[src/rtl/button_debounce_if.sv]
// Pin and pulse bundle for button_debounce: raw pins in, conditioned levels and pulses out.
// slave is the debouncer side, master is the pin-driving / pulse-consuming side.
interface button_debounce_if #(
    parameter int unsigned NUM_BTN = 4
) ();
    logic [NUM_BTN-1:0] btn_in;
    logic [NUM_BTN-1:0] btn_level;
    logic [NUM_BTN-1:0] btn_press;
    logic [NUM_BTN-1:0] btn_release;
    logic [NUM_BTN-1:0] btn_repeat;

    modport master (
        output btn_in,
        input  btn_level,
        input  btn_press,
        input  btn_release,
        input  btn_repeat
    );

    modport slave (
        input  btn_in,
        output btn_level,
        output btn_press,
        output btn_release,
        output btn_repeat
    );
endinterface

[src/rtl/button_debounce.sv]
// Pushbutton conditioner: 2-flop sync, shared tick prescaler, per-channel debounce FSM.
// Auto-repeat pulses are built only when BUTTON_DEBOUNCE_REPEAT_EN is defined.
module button_debounce #(
    parameter int unsigned NUM_BTN            = 4,
    parameter int unsigned TICK_DIV           = 12000,
    parameter int unsigned DEBOUNCE_TICKS     = 20,
    parameter bit          ACTIVE_LOW         = 1'b1,
    parameter int unsigned REPEAT_DELAY_TICKS = 500,
    parameter int unsigned REPEAT_RATE_TICKS  = 100
) (
    input logic              clk,
    input logic              rst_n,
    button_debounce_if.slave bus
);

    typedef enum logic [1:0] {StReleased, StPressChk, StPressed, StReleaseChk} state_e;

    localparam int unsigned PreW = (TICK_DIV > 2) ? $clog2(TICK_DIV) : 1;
    localparam int unsigned CntW = $clog2(DEBOUNCE_TICKS + 1);
    localparam logic [PreW-1:0] PreLast = PreW'(TICK_DIV - 1);
    localparam logic [CntW-1:0] CntLast = CntW'(DEBOUNCE_TICKS - 1);
    localparam logic [NUM_BTN-1:0] PinIdle = {NUM_BTN{ACTIVE_LOW}};

`ifdef BUTTON_DEBOUNCE_REPEAT_EN
    localparam int unsigned HoldW = $clog2(REPEAT_DELAY_TICKS + 1);
    localparam logic [HoldW-1:0] HoldLast = HoldW'(REPEAT_DELAY_TICKS - 1);
    // Reloading here makes the next HoldLast hit land REPEAT_RATE_TICKS ticks later.
    localparam logic [HoldW-1:0] HoldReload = HoldW'(REPEAT_DELAY_TICKS - REPEAT_RATE_TICKS);
`endif

    if (TICK_DIV < 2 || DEBOUNCE_TICKS < 1 || REPEAT_RATE_TICKS < 1 ||
        REPEAT_RATE_TICKS > REPEAT_DELAY_TICKS) begin : g_param_check
        $error("button_debounce: illegal parameter combination");
    end

    logic [NUM_BTN-1:0] sync1_q, sync2_q, s;
    logic [PreW-1:0]    pre_q;
    logic               tick;

    always_ff @(posedge clk or negedge rst_n) begin
        if (!rst_n) begin
            sync1_q <= PinIdle;
            sync2_q <= PinIdle;
        end else begin
            sync1_q <= bus.btn_in;
            sync2_q <= sync1_q;
        end
    end

    // s = 1 means pressed regardless of pin polarity.
    assign s = sync2_q ^ PinIdle;

    always_ff @(posedge clk or negedge rst_n) begin
        if (!rst_n) begin
            pre_q <= '0;
        end else if (tick) begin
            pre_q <= '0;
        end else begin
            pre_q <= pre_q + PreW'(1);
        end
    end

    assign tick = (pre_q == PreLast);

    for (genvar i = 0; i < NUM_BTN; i++) begin : g_ch
        state_e          state_q;
        logic [CntW-1:0] cnt_q;
        logic            level_q, press_q, release_q;
`ifdef BUTTON_DEBOUNCE_REPEAT_EN
        logic [HoldW-1:0] hold_q;
        logic             repeat_q;
`endif

        always_ff @(posedge clk or negedge rst_n) begin
            if (!rst_n) begin
                state_q   <= StReleased;
                cnt_q     <= '0;
                level_q   <= 1'b0;
                press_q   <= 1'b0;
                release_q <= 1'b0;
`ifdef BUTTON_DEBOUNCE_REPEAT_EN
                hold_q    <= '0;
                repeat_q  <= 1'b0;
`endif
            end else begin
                press_q   <= 1'b0;
                release_q <= 1'b0;
`ifdef BUTTON_DEBOUNCE_REPEAT_EN
                repeat_q  <= 1'b0;
                if (state_q != StPressed) hold_q <= '0;
`endif
                // An input reversal is checked before tick, so it always wins.
                unique case (state_q)
                    StReleased: begin
                        if (s[i]) begin
                            state_q <= StPressChk;
                            cnt_q   <= '0;
                        end
                    end
                    StPressChk: begin
                        if (!s[i]) begin
                            state_q <= StReleased;
                        end else if (tick) begin
                            cnt_q <= cnt_q + CntW'(1);
                            if (cnt_q == CntLast) begin
                                state_q <= StPressed;
                                level_q <= 1'b1;
                                press_q <= 1'b1;
                            end
                        end
                    end
                    StPressed: begin
                        if (!s[i]) begin
                            state_q <= StReleaseChk;
                            cnt_q   <= '0;
`ifdef BUTTON_DEBOUNCE_REPEAT_EN
                            hold_q  <= '0;
                        end else if (tick) begin
                            if (hold_q == HoldLast) begin
                                repeat_q <= 1'b1;
                                hold_q   <= HoldReload;
                            end else begin
                                hold_q <= hold_q + HoldW'(1);
                            end
`endif
                        end
                    end
                    StReleaseChk: begin
                        if (s[i]) begin
                            state_q <= StPressed;
                        end else if (tick) begin
                            cnt_q <= cnt_q + CntW'(1);
                            if (cnt_q == CntLast) begin
                                state_q   <= StReleased;
                                level_q   <= 1'b0;
                                release_q <= 1'b1;
                            end
                        end
                    end
                    default: state_q <= StReleased;
                endcase
            end
        end

        assign bus.btn_level[i]   = level_q;
        assign bus.btn_press[i]   = press_q;
        assign bus.btn_release[i] = release_q;
`ifdef BUTTON_DEBOUNCE_REPEAT_EN
        assign bus.btn_repeat[i]  = repeat_q;
`endif
    end

`ifndef BUTTON_DEBOUNCE_REPEAT_EN
    assign bus.btn_repeat = '0;
`endif

endmodule

[src/flat_wrapper.sv]
// flat-port wrapper written by rule: the top's interface ports become plain ports
module button_debounce_flat 
#(
    parameter int unsigned NUM_BTN            = 4,
    parameter int unsigned TICK_DIV           = 12000,
    parameter int unsigned DEBOUNCE_TICKS     = 20,
    parameter bit          ACTIVE_LOW         = 1'b1,
    parameter int unsigned REPEAT_DELAY_TICKS = 500,
    parameter int unsigned REPEAT_RATE_TICKS  = 100
)
  (clk, rst_n, bus_btn_in, bus_btn_level, bus_btn_press, bus_btn_release, bus_btn_repeat);
  button_debounce_if #(.NUM_BTN(NUM_BTN)) bus_i ();
  input logic clk;
  input logic rst_n;
  input wire logic [$bits(bus_i.btn_in)-1:0] bus_btn_in;
  output wire logic [$bits(bus_i.btn_level)-1:0] bus_btn_level;
  output wire logic [$bits(bus_i.btn_press)-1:0] bus_btn_press;
  output wire logic [$bits(bus_i.btn_release)-1:0] bus_btn_release;
  output wire logic [$bits(bus_i.btn_repeat)-1:0] bus_btn_repeat;
  assign bus_i.btn_in = bus_btn_in;
  assign bus_btn_level = bus_i.btn_level;
  assign bus_btn_press = bus_i.btn_press;
  assign bus_btn_release = bus_i.btn_release;
  assign bus_btn_repeat = bus_i.btn_repeat;
  button_debounce #(.NUM_BTN(NUM_BTN), .TICK_DIV(TICK_DIV), .DEBOUNCE_TICKS(DEBOUNCE_TICKS), .ACTIVE_LOW(ACTIVE_LOW), .REPEAT_DELAY_TICKS(REPEAT_DELAY_TICKS), .REPEAT_RATE_TICKS(REPEAT_RATE_TICKS)) u_core (.clk(clk), .rst_n(rst_n), .bus(bus_i));
endmodule
[config.mk]
export PLATFORM = sky130hd
export DESIGN_NAME = button_debounce_flat
export DESIGN_NICKNAME = d
export VERILOG_FILES = /design/src/rtl/button_debounce_if.sv /design/src/rtl/button_debounce.sv /design/src/flat_wrapper.sv
export SDC_FILE = /design/constraint.sdc
export NUM_CORES = 1
export LEC_CHECK = 0
export CELL_PAD_IN_SITES_DETAIL_PLACEMENT = 1
export CELL_PAD_IN_SITES_GLOBAL_PLACEMENT = 2
export CORE_MARGIN = 2
export CORE_UTILIZATION = 34
export DETAILED_ROUTE_END_ITERATION = 6
export PLACE_DENSITY = 0.8
export SKIP_CTS_REPAIR_TIMING = 1
export SLEW_MARGIN = 10
export SYNTH_ARGS = -nofsm -noshare
export SYNTH_HDL_FRONTEND = slang
export SYNTH_SLANG_ARGS = --single-unit
[constraint.sdc]
create_clock -name clk -period 1.75 [get_ports clk]
set_input_delay 0.525 -clock clk [delete_from_list [all_inputs] [get_ports clk]]
set_output_delay 0.525 -clock clk [all_outputs]
set_load 0.005 [all_outputs]
==> flow_summary.yaml, run 1 <==
cts:
  clk_pin_slew_worst_paths_ns: 0.08
  clkSinkCount: 62
  htree_num_levels: 3
  clockRootBuffer: "clkbuf_8"
  cts_tree: "yes"
  clockBufferDepth: 2
  clk_latency_ns: 0.36
  cts_made_buffers: 9
critical_path:
  r2r_start: "u_core.pre_q[1]$_DFF_PN0_"
  cp_slowest_stage_delay_ns: 0.49
  cp_top_family: "buffers and inverters"
  critPathCaptureType: "output port"
  critPathRequiredTime_ns: 1.22
  crit_buf_inv: 1
  worstSetupPathType: "reg -> out"
  critical_path.max_fanout: 1
  cpMaxStageDelayCell: "clkdlybuf4s50_1"
  r2r_end: "u_core.g_ch[2].cnt_q[0]$_DFFE_PN0P_"
  ff2ff_setup_slack_ns: 0.07
  crit_chain: "clkdlybuf4s50_1"
  reg2reg_depth: 5
  cp_data_arrival_time_ns: 1.17
  start_kind: "register"
timing:
  tns_ns: 0
  fmax_mhz: 591
  slew_violations: 0
  finalSetupViolCount: 0
  hold_viol_final: 0
  relSlewSlack_pct: 60.8
  clock_skew_ns: 0.0114
  worst_slew_pin_slew_ns: 0.580
  rsz0062_at_grt: "true"
  fin_crit_sh_pct: 96.6
  holdWs_ns: 0.0363
  finalCriticalPeriod_ns: 1.69
  fin_ws_ns: 0.0587
floorplan:
  core_mm2: 0.00911
  fp.dieW_um: 100
  start_util_pct: 34.5
  fp.dieArea_mm2: 0.0100
  die_y_um: 100
  io_pins: 22
  num_rows: 35
synth:
  synth.area.top_cells: "dfrtp_1, dfstp_2, nand3_1, buf_4, nand2_1"
  yosys_warnings: 0
  yosysTopAreaCell: "dfrtp_1"
  async_reset_ff_share_pct: 100
  synthDistinctLibCells: 55
  synth_flop_cell: "dfrtp_1"
  yosys_register_bits: 62
  syn_area_mm2: 0.00314
  synthCells: 308
  synth_seq_area_share_pct: 49.7
  synth_top_area_share_pct: 43.0
  synth.most_common_cell: "dfrtp_1"
  synth_area_per_cell_um2: 10.2
  synth-edff-count: 0
  synth_commonest_cells: "dfrtp_1, nand2_1, nand3_1"
global_routing:
  use_met2_pct: 26.1
  grt_remaining_overflow: 0
  use_met3_pct: 4.18
  antenna_found_initial: 0
  grt_pass1_wl_um: 12500
  globalRouteTotalUtil_pct: 16.0
  busiest_layer: "met2"
  grtUsageMet1_pct: 19.9
  grt_max_degree: 52
  grt_pass1_vias: 2571
route:
  vias_per_cell: 5.33
  first_iter_violations: 82
  wl_um: 7200
  num_vias: 2463
  post-route-drc-count: 0
  drtPass1Iterations: 4
  ant_nets: 0
  avgRoutedWirePerCell_um: 15.6
min_path:
  min_path_type: "in -> async"
final_layout:
  fin_cells: 462
  n_antenna_cell: 0
  areaGrowthSynthToFinish_pct: 21.7
  drive_gt1_share_pct: 21.1
  nets: 357
  fillCellCount: 1017
power_and_ir_drop:
  combPwrFrac_pct: 3.9
  clkPwrFrac_pct: 43.8
  vdd_drop_max_mv: 0.260
  finalPower_w: 0.00281
  leakagePower_nw: 1.95
  p_int_w: 0.00214
  seqPwrFrac_pct: 52.3
  p_sw_w: 0.000661
  p_sw_share_pct: 23.5
  power-per-cell-area_mw_per_mm2: 734
place:
  placed_cells: 443
  place_hpwl_um: 5100
  dp_worst_setup_slack_ns: -0.0170
  io_buffer_count: 17
  gp_congestion: 0.781
outcome:
  status: "finished clean"
run:
  drv_cap: 0
[power by group through the flow]
stage / sequential, W / combinational (W) / clock [W]
3_5_place_dp: 0.00149 / 0.000114 / 0
3_3_place_gp: 0.00149 / 0.000112 / 0
6_report: 0.00147 / 0.000111 / 0.00123
5_1_grt: 0.00147 / 0.000125 / 0.00133
2_1_floorplan: 0.00149 / 0.0000465 / 0
4_1_cts: 0.00147 / 0.000114 / 0.00125
[cells in the final DEF (no fill, tap or decap), types with 3 or more instances in the layout]
cell,synthesis,layout
a21oi_1,14,14
and2_1,5,5
and3_1,10,9
and4_1,5,3
buf_4,19,30
buf_6,0,3
clkbuf_8,0,9
clkdlybuf4s50_1,0,6
clkinv_2,0,4
conb_1,1,4
dfrtp_1,54,54
dfstp_2,8,8
dlymetal6s2s_1,0,10
ha_1,5,4
inv_1,4,4
nand2_1,31,31
nand3_1,31,31
nand4_1,7,7
nand4b_1,4,4
nor2_1,19,18
nor2b_1,4,4
nor3_1,3,3
nor3b_1,6,5
nor4b_1,5,5
o211ai_1,4,4
o21ai_1,3,3
o31ai_1,3,3
or4b_1,4,4
xnor2_1,6,6
xor2_1,9,9
[state kept, by name, summed over array words and instances (netlist names), named ones only]
register,count
u_core.g_ch.cnt_q,20
u_core.pre_q,14
u_core.g_ch.level_q,4
u_core.g_ch.press_q,4
u_core.g_ch.release_q,4
u_core.g_ch.state_q,4
u_core.sync1_q,4
u_core.sync2_q,4
[cells by family (layout without fill, tap and decap cells)]
| kind of cell | count (synthesis) | in the layout | share of synthesized area [%] |
|---|---|---|---|
| simple gates | 150 | 150 | 28.3 |
| flops | 62 | 62 | 49.7 |
| compound gates | 41 | 41 | 8.69 |
| buf+inv | 32 | 72 | 6.29 |
| xor+xnor | 15 | 15 | 4.18 |
| fa+ha+maj | 5 | 5 | 1.99 |
| mux | 2 | 2 | 0.677 |
| other cells | 1 | 4 | 0.119 |
[how the worst max path moves through the flow]
stage,startpoint,to,cells past startpoint
CTS,u_core.g_ch[3].level_q$_DFFE_PN0P_,bus_btn_level[3],1
finish,u_core.g_ch[1].release_q$_DFF_PN0_,bus_btn_release[1],1
floorplan,u_core.pre_q[0]$_DFF_PN0_,u_core.g_ch[2].cnt_q[0]$_DFFE_PN0P_,5
global route,u_core.pre_q[8]$_DFF_PN0_,u_core.pre_q[13]$_DFF_PN0_,4
detailed placement,u_core.pre_q[0]$_DFF_PN0_,u_core.g_ch[2].cnt_q[1]$_DFFE_PN0P_,6
global placement,u_core.pre_q[0]$_DFF_PN0_,u_core.g_ch[3].cnt_q[2]$_DFFE_PN0P_,5
[per-layer routing]
layer | up-vias | wire, µm
met4 | 0 | 139
met5 | - | 0
met2 | 20 | 3540
met1 | 1255 | 3350
met3 | 10 | 178
li1 | 1178 | -
[layout make-up]
class                      count  area, µm²  share of cell area (%)
sequential                    62       1560                    40.9
timing repair buffer          52        489                    12.8
multi-input combinational    217       1440                    37.6
inverter                       4       15.0                   0.393
clock buffer                  11        131                    3.44
tap                          111        139                    3.63
clock inverter                 5       50.0                    1.31
[through the flow]
| step | area, µm² | util [%] |
|---|---|---|
| floorplan | 3160 | - |
| global placement | 3540 | 38.9 |
| detailed placement | 3540 | 38.9 |
| CTS | 3720 | 40.9 |
| global route | 3820 | 42.0 |
| finish | 3820 | 42.0 |
No activity file was read; power rests on OpenSTA's default activity.
==> inputs of run 2 (changes only) <==
--- a/config.mk
+++ b/config.mk
@@ -5,6 +5,7 @@
 export SDC_FILE = /design/constraint.sdc
 export NUM_CORES = 1
 export LEC_CHECK = 0
+export CAP_MARGIN = 40
 export CELL_PAD_IN_SITES_DETAIL_PLACEMENT = 1
 export CELL_PAD_IN_SITES_GLOBAL_PLACEMENT = 2
 export CORE_MARGIN = 2
==> results of run 2 <==
No change in the layout: final DEF, timing and power equal those of run 1.
